[src/rtl/bp_cfg_boot_loader.sv]
// rtl/bp_cfg_boot_loader.sv - boot sequencer issuing fixed config writes plus CCE microcode load
// Optional ucode readback/verify pass: define BP_CFG_BOOT_LOADER_READBACK_EN.
module bp_cfg_boot_loader #(
  parameter int          cfg_addr_width_p = 16,
  parameter int          cfg_data_width_p = 32,
  parameter int          ucode_entries_p  = 256,
  parameter int          num_lce_p        = 2,
  parameter int          cce_mode_p       = 0,
  parameter logic [31:0] npc_p            = 32'h8000_0000,
  localparam int         idx_width_lp     = (ucode_entries_p > 1) ? $clog2(ucode_entries_p) : 1
) (
  input  logic                          clk_i,
  input  logic                          reset_n_i,
  input  logic                          start_i,
  output logic                          ucode_v_o,
  output logic [idx_width_lp-1:0]       ucode_addr_o,
  input  logic [cfg_data_width_p-1:0]   ucode_data_i,
  output logic                          cfg_v_o,
  output logic                          cfg_w_o,
  output logic [cfg_addr_width_p-1:0]   cfg_addr_o,
  output logic [cfg_data_width_p-1:0]   cfg_data_o,
  input  logic                          cfg_ready_i,
  input  logic                          cfg_rdata_v_i,
  input  logic [cfg_data_width_p-1:0]   cfg_rdata_i,
  output logic                          busy_o,
  output logic                          done_o,
  output logic                          error_o
);

  typedef enum logic [3:0] {
    S_IDLE, S_RST_ON, S_FRZ_ON, S_NUM_LCE, S_CCE_MODE,
    S_UC_FETCH, S_UC_SEND, S_UC_RB_FETCH, S_UC_RB_REQ, S_UC_RB_WAIT,
    S_NPC, S_RST_OFF, S_FRZ_OFF, S_DONE
  } state_e;

  localparam logic [cfg_addr_width_p-1:0] addr_reset_lp = cfg_addr_width_p'(32'h0001);
  localparam logic [cfg_addr_width_p-1:0] addr_freeze_lp = cfg_addr_width_p'(32'h0002);
  localparam logic [cfg_addr_width_p-1:0] addr_num_lce_lp = cfg_addr_width_p'(32'h0082);
  localparam logic [cfg_addr_width_p-1:0] addr_cce_mode_lp = cfg_addr_width_p'(32'h0081);
  localparam logic [cfg_addr_width_p-1:0] addr_npc_lp = cfg_addr_width_p'(32'h0040);

  state_e                        r_state;
  state_e                        w_state_next;
  logic [idx_width_lp-1:0]       r_idx;
  logic                          r_uc_fresh;
  logic [cfg_data_width_p-1:0]   r_uc_hold;
  logic                          w_hs;
  logic                          w_idx_last;
  logic                          w_idx_step;
  logic                          w_rb_resp;
  logic [31:0]                   w_uc_addr_full;
  logic [cfg_data_width_p-1:0]   w_uc_data;

  assign w_hs           = cfg_v_o & cfg_ready_i;
  assign w_idx_last     = (r_idx == idx_width_lp'(ucode_entries_p - 1));
  assign w_uc_addr_full = 32'h0000_8000 + 32'(r_idx);
  // ROM data is only valid the cycle after the strobe; later stall cycles replay the held copy
  assign w_uc_data      = r_uc_fresh ? ucode_data_i : r_uc_hold;
  assign w_idx_step     = ((r_state == S_UC_SEND) & w_hs) | w_rb_resp;

  assign ucode_addr_o = r_idx;
  assign busy_o       = (r_state != S_IDLE) && (r_state != S_DONE);
  assign done_o       = (r_state == S_DONE);

  always_ff @(posedge clk_i) begin
    if (!reset_n_i) r_state <= S_IDLE;
    else            r_state <= w_state_next;
  end

  always_ff @(posedge clk_i) begin
    if (!reset_n_i) begin
      r_idx      <= '0;
      r_uc_fresh <= 1'b0;
      r_uc_hold  <= '0;
    end else begin
      r_uc_fresh <= ucode_v_o;
      if (r_uc_fresh) r_uc_hold <= ucode_data_i;
      if (w_idx_step) r_idx <= w_idx_last ? '0 : r_idx + idx_width_lp'(1);
    end
  end

  always_comb begin
    w_state_next = r_state;
    case (r_state)
      S_IDLE:     if (start_i) w_state_next = S_RST_ON;
      S_RST_ON:   if (w_hs) w_state_next = S_FRZ_ON;
      S_FRZ_ON:   if (w_hs) w_state_next = S_NUM_LCE;
      S_NUM_LCE:  if (w_hs) w_state_next = S_CCE_MODE;
      S_CCE_MODE: if (w_hs) w_state_next = S_UC_FETCH;
      S_UC_FETCH: w_state_next = S_UC_SEND;
`ifdef BP_CFG_BOOT_LOADER_READBACK_EN
      S_UC_SEND:     if (w_hs) w_state_next = w_idx_last ? S_UC_RB_FETCH : S_UC_FETCH;
      S_UC_RB_FETCH: w_state_next = S_UC_RB_REQ;
      S_UC_RB_REQ:   if (w_hs) w_state_next = S_UC_RB_WAIT;
      S_UC_RB_WAIT:  if (cfg_rdata_v_i) w_state_next = w_idx_last ? S_NPC : S_UC_RB_FETCH;
`else
      S_UC_SEND:     if (w_hs) w_state_next = w_idx_last ? S_NPC : S_UC_FETCH;
`endif
      S_NPC:      if (w_hs) w_state_next = S_RST_OFF;
      S_RST_OFF:  if (w_hs) w_state_next = S_FRZ_OFF;
      S_FRZ_OFF:  if (w_hs) w_state_next = S_DONE;
      S_DONE:     w_state_next = S_DONE;
      default:    w_state_next = S_IDLE;
    endcase
  end

  always_comb begin
    cfg_v_o    = 1'b0;
    cfg_w_o    = 1'b0;
    cfg_addr_o = '0;
    cfg_data_o = '0;
    ucode_v_o  = 1'b0;
    case (r_state)
      S_RST_ON:   begin cfg_v_o = 1'b1; cfg_w_o = 1'b1; cfg_addr_o = addr_reset_lp;    cfg_data_o = cfg_data_width_p'(1); end
      S_FRZ_ON:   begin cfg_v_o = 1'b1; cfg_w_o = 1'b1; cfg_addr_o = addr_freeze_lp;   cfg_data_o = cfg_data_width_p'(1); end
      S_NUM_LCE:  begin cfg_v_o = 1'b1; cfg_w_o = 1'b1; cfg_addr_o = addr_num_lce_lp;  cfg_data_o = cfg_data_width_p'(num_lce_p); end
      S_CCE_MODE: begin cfg_v_o = 1'b1; cfg_w_o = 1'b1; cfg_addr_o = addr_cce_mode_lp; cfg_data_o = cfg_data_width_p'(cce_mode_p); end
      S_UC_FETCH, S_UC_RB_FETCH: ucode_v_o = 1'b1;
      S_UC_SEND:  begin cfg_v_o = 1'b1; cfg_w_o = 1'b1; cfg_addr_o = cfg_addr_width_p'(w_uc_addr_full); cfg_data_o = w_uc_data; end
      S_UC_RB_REQ: begin cfg_v_o = 1'b1; cfg_addr_o = cfg_addr_width_p'(w_uc_addr_full); end
      S_NPC:      begin cfg_v_o = 1'b1; cfg_w_o = 1'b1; cfg_addr_o = addr_npc_lp;      cfg_data_o = cfg_data_width_p'(npc_p); end
      S_RST_OFF:  begin cfg_v_o = 1'b1; cfg_w_o = 1'b1; cfg_addr_o = addr_reset_lp; end
      S_FRZ_OFF:  begin cfg_v_o = 1'b1; cfg_w_o = 1'b1; cfg_addr_o = addr_freeze_lp; end
      default: ;
    endcase
  end

`ifdef BP_CFG_BOOT_LOADER_READBACK_EN
  logic r_err;

  assign w_rb_resp = (r_state == S_UC_RB_WAIT) & cfg_rdata_v_i;
  assign error_o   = r_err;

  // r_uc_hold was refreshed during UC_RB_REQ, so it holds ROM[i] for the compare
  always_ff @(posedge clk_i) begin
    if (!reset_n_i)                                 r_err <= 1'b0;
    else if (w_rb_resp && (cfg_rdata_i != r_uc_hold)) r_err <= 1'b1;
  end
`else
  logic w_unused_rdata;

  assign w_rb_resp      = 1'b0;
  assign error_o        = 1'b0;
  assign w_unused_rdata = ^{cfg_rdata_v_i, cfg_rdata_i};
`endif

endmodule

[config.mk]
export PLATFORM = sky130hd
export DESIGN_NAME = bp_cfg_boot_loader
export DESIGN_NICKNAME = d
export VERILOG_FILES = /design/src/rtl/bp_cfg_boot_loader.sv
export SDC_FILE = /design/constraint.sdc
export NUM_CORES = 1
export LEC_CHECK = 0
export CAP_MARGIN = 15
export CORE_MARGIN = 10
export CORE_UTILIZATION = 55
export CTS_CLUSTER_SIZE = 12
export DETAILED_ROUTE_END_ITERATION = 8
export DONT_BUFFER_PORTS = 1
export GPL_ROUTABILITY_DRIVEN = 1
export PLACE_DENSITY = 0.71
export SLEW_MARGIN = 30
export SYNTH_ARGS = -nofsm -noshare
export SYNTH_HDL_FRONTEND = slang
export SYNTH_SLANG_ARGS = --single-unit
export TNS_END_PERCENT = 50
[constraint.sdc]
create_clock -name clk_i -period 3 [get_ports clk_i]
set_input_delay 0.45 -clock clk_i [delete_from_list [all_inputs] [get_ports clk_i]]
set_output_delay 0.45 -clock clk_i [all_outputs]
set_load 0.02 [all_outputs]
# Word-level counts from Yosys, hierarchy flattened
# Index checks and enable logic that the tools add are counted.
[classes]
n_addsub = 2
n_eq_ne = 23
muxes = 18
bitwise = 2
n_reduce_logical = 11
[op_table]
columns = ["op", "n"]
rows = [
  ["case mux 32 bit (4 select lines)", 1],
  ["case mux 16 bit (6 select lines)", 1],
  ["case mux 4 bit (11 select lines)", 1],
  ["two-way mux 4 bit", 10],
  ["two-way mux 32 bit", 1],
  ["== test 4 bit (second input constant)", 5],
  ["inequality test 2 bit (second input constant)", 9],
  ["adder 16 x 8 -> 16 bit (first input constant)", 1],
  ["== test 4 x 3 -> 1 bit (second input constant)", 4],
  ["OR reduction 2 bit", 5],
  ["AND reduction 9 bit", 1],
  ["OR reduction 9 bit", 1],
  ["adder 8 x 1 -> 8 bit (second input constant)", 1],
  ["== test 4 x 2 -> 1 bit (second input constant)", 2],
  ["== test 8 bit (second input constant)", 1],
  ["two-way mux 8 bit", 1],
  ["OR reduction 8 bit", 1],
  ["== test 4 x 1 -> 1 bit (second input constant)", 1],
  ["logical NOT 4 bit", 1],
  ["inequality test 4 bit (second input constant)", 1],
  ["nonzero test 4 bit", 1],
  ["two-way mux 1 bit", 3],
  ["bitwise AND 1 bit", 2],
  ["logical AND 1 bit", 1],
]
[word_totals]
reg_bits = 45
out_inout_bits = 62
wordCells = 60

# Longest topological paths before layout
[logic_depth]
word_depth = 6
mapped_depth = 7

# Worst setup path after synthesis
# Ideal clock, no wire load.
[synth_path]
path_kind = "reg-to-output"
start = "register r_state[1]"
end = "output port cfg_addr_o[2]"
arrival_ps = 1602
required_ps = 2550
slack_ps = 948
stages_incl_launch_ff = 7
n_path_buf = 2
path_cell_list = "dfxtp_1 buf_4 buf_4 and2b_1 nand2_1 a21oi_1 and2_1"
[synth_between]
elab_chain_len = 3
elab_cells_between_ends = 13
[synth_rtl]
columns = ["item", "line_no", "text"]
rows = [
  ["start: declaration", "42", "state_e r_state;"],
  ["start signal: assignment", "67", "else r_state <= w_state_next;"],
  ["== test 4 x 2 -> 1 bit, or another cell as far along", "113", "case (r_state)"],
  ["OR reduction 2 bit (no source line)", "--", ""],
  ["case mux 16 bit (6 select lines) *", "113", ""],
  ["end: declaration", "20", "output logic [cfg_addr_width_p-1:0] cfg_addr_o,"],
]
# Every way passes the cells marked *; elsewhere a longest branch is shown, timed or not.

# Final worst setup path
[layout_path]
start = "register r_state[3]"
end = "output port cfg_addr_o[4]"
# The elaborated chain is that of the path after synthesis.

==> metrics.md <==
| Metric | Value |
|---|---|
| Setup CP Type | `reg2out` |
| Cell row count | `24` |
| Worst Setup End Kind | `output pin` |
| Unrepaired setup endpoints after global routing | `no` |
| Die Area | `around 7500 um2` |
| #FFs+latches synth | `45` |
| Die Y | `86.6 um` |
| Syn Area/Cell | `8.69 um2` |
| Arr. time, crit path | `1940 ps` |
| Final nets | `about 370` |
| Largest fanout on the critical path | `13` |
| Final hold vios | `0` |
| Initial antenna violation count | `0` |
| Post-CTS setup buffer count | `0` |
| Met2 wire length | `2.58 mm` |
| Most frequent cells in the layout | `nor2_1 (44), dfxtp_1 (44), nor2b_1 (36)` |
| DRC Markers | `0` |
| Period utilization | `0.798` |
| Drt wl/cell | `15.9 um` |
| Hold Buf Count CTS | `0` |
| Max_cap viols | `0` |
| DRT Pass-1 Iters | `4` |
| Initial Util | `0.565` |
| Critical Path RT | `2550 ps` |
| TritonCTS clock tree | `done` |
| Placed Cells incl. Taps | `346` |
| Fmax | `about 420 MHz` |
| Mapped cell area | `roughly 2400 um2` |
| ANT nets after route | `0` |
| P&R area growth vs syn | `10.9%` |
| Cell Chain, Critical Path | `and2b_1 -> nand2_1 -> a21oi_1 -> buf_4 -> and2_1` |
| Number of synthesized flops with an enable pin | `0` |
| Synth top area share | `0.369` |
| Main flop type after synthesis | `dfxtp_1` |
| Dpl hpwl | `4.29 mm` |
| Synth Instances | `281` |
| Peak supply drop | `227 uV` |
| Slowest cell on crit path | `dfxtp_1` |
| Filler-free cell count of the finished design | `354` |
| Layout cells sized above 1 | `0.175` |
| Grt ovf | `0` |
| I/O Pins | `approximately 130` |
| Diode count | `0` |
| Pwr Density | `between 400 and 500 nW/um2` |
| Synth area leader | `dfxtp_1` |
| Number of global-route vias before repair | `1727` |
| LEAKAGE | `between 0.0009 and 0.001 uW` |
| Startpoint types | `flip-flop` |
| Final Wtd Congestion | `roughly 0.87` |
| Gr usage total | `0.141` |
| TritonCTS Sinks | `45` |
| Min Clock Period, post-route | `2390 ps` |
| Routed wl met3 | `557 um` |
| Routed via count | `1894` |
| Register area share after synthesis | `0.369` |
| WL met1 | `between 2 and 2.5 mm` |
| Cts bufs inserted | `5` |
| Post-synth ARST share | `0` |
| Largest net degree at the start of global routing | `just over 40` |
| CORE AREA | `roughly 4300 um2` |
| Worst-Skew Late Latency | `a little under 300 ps` |
| Die width | `between 80 and 90 um` |
| HP Class | `in2reg` |
| Root Buffer | `clkbuf_8` |
| Library cells used by synthesis | `50` |
| Port bufs | `0` |
| Slew Viols, Final | `0` |
| Clk buf depth | `2` |
| Outcome | `finished, final reports clean` |
| Post-route clock skew | `9.95 ps` |
| Top layer in use | `met4` |
| Worst-margin pin slew | `around 830 ps` |
| Setup TNS | `0 ps` |
| Via/cell ratio | `about 5.4` |
| Max_slew headroom | `0.443` |
| YS warnings | `0` |
| Post-Route WL | `5.62 mm` |
| Global-route wire length before repair | `between 8 and 9 mm` |
| Synth area leaders | `dfxtp_1 (37%), mux2i_1 (13%), nor2b_1 (9.2%)` |
| Slowest stage delay, CP | `approximately 630 ps` |
| Post_cts resized | `0` |
| Final setup viols | `0` |
| Reg clk slew, reported paths | `about 80 ps` |
| Drt first-iter violations | `36` |
| H-tree depth | `2` |
==> stage by stage <==
step / total power (uW) / hold slack (ps) / utilization / worst slack, ps / area [um2]
6_report: 1120 / 288 / 0.626 / 605 / 2710
3_3_place_gp: 770 / 490 / 0.607 / 956 / 2630
2_1_floorplan: 773 / 478 / - / 948 / 2470
5_1_grt: 1170 / 267 / 0.626 / 453 / 2710
4_1_cts: 1130 / 273 / 0.626 / 599 / 2710
3_5_place_dp: 771 / 497 / 0.607 / 923 / 2630
==> worst max-delay path: cells and delay by family, from the launching register on <==
family / cells / cell delay [ps]
buf+inv: 1 / 190
compound gates: 1 / 170
simple gates: 3 / 670
flops: 1 / 630
==> state kept, by name (all words and copies together) (netlist names) <==
| signal | count |
|---|---|
| r_uc_fresh | 1 |
| ucode_addr_o | 8 |
| r_uc_hold | 32 |
| r_state | 4 |
==> cells in the mapped netlist, types with 2 or more instances <==
library cell  count
a21oi_1           7
a22oi_1           2
a32oi_1           2
and2_1            8
and2b_1           2
and3_1            4
buf_2             9
buf_4            12
clkbuf_1          6
dfxtp_1          45
inv_1             5
mux2i_1          31
nand2_1          13
nand2b_1          2
nand3_1           6
nor2_1           44
nor2b_1          36
o21a_1            2
o21ai_0           6
o22ai_1           2
xnor2_1           4
xor2_1            5
==> metal layers <==
metal  vias to the layer above  GRT usage
met2                        66      0.222
met1                       866      0.165
met4                         0     0.0368
li1                        957          -
met5                         -          0
met3                         5     0.0704
==> worst paths after layout <==
kind,startpoint,end,slack [ps],cells past startpoint
worst min-delay path,reset_n_i,r_uc_hold[1],290,1
worst max-delay path,r_state[3],cfg_addr_o[4],610,5
worst max register to register,r_state[0],r_state[0],1110,4
worst min register to register,r_uc_hold[25],r_uc_hold[25],510,2
==> power by group <==
| part | internal, uW | total [uW] | switching [uW] |
|---|---|---|---|
| logic | 50.2 | 137 | 86.7 |
| registers | 601 | 620 | 19.3 |
| clock network | 165 | 360 | 195 |
| total | 816 | 1120 | 301 |
==> kinds of logic (layout without fill, tap and decap cells) <==
kind of cell / Yosys count / count (layout) / synth area share
AO/OA/AOI/OAI: 33 / 33 / 0.102
other: 1 / 8 / 0.00154
multiplexers: 32 / 32 / 0.132
buffers and inverters: 34 / 48 / 0.0784
flip-flops: 45 / 45 / 0.369
AND/OR/NAND/NOR: 126 / 126 / 0.280
XOR/XNOR: 9 / 9 / 0.0323
adder cells (fa/ha/maj): 1 / 1 / 0.00512
==> area by class of cell <==
type,instances,area (um2)
inverter,5,18.8
fill,397,1620
clock buffer,7,76.3
clock inverter,1,7.51
sequential,45,902
multi-input combinational,209,1380
timing repair buffer,35,263
tap,52,65.1
(Power assumes the default switching activity.)
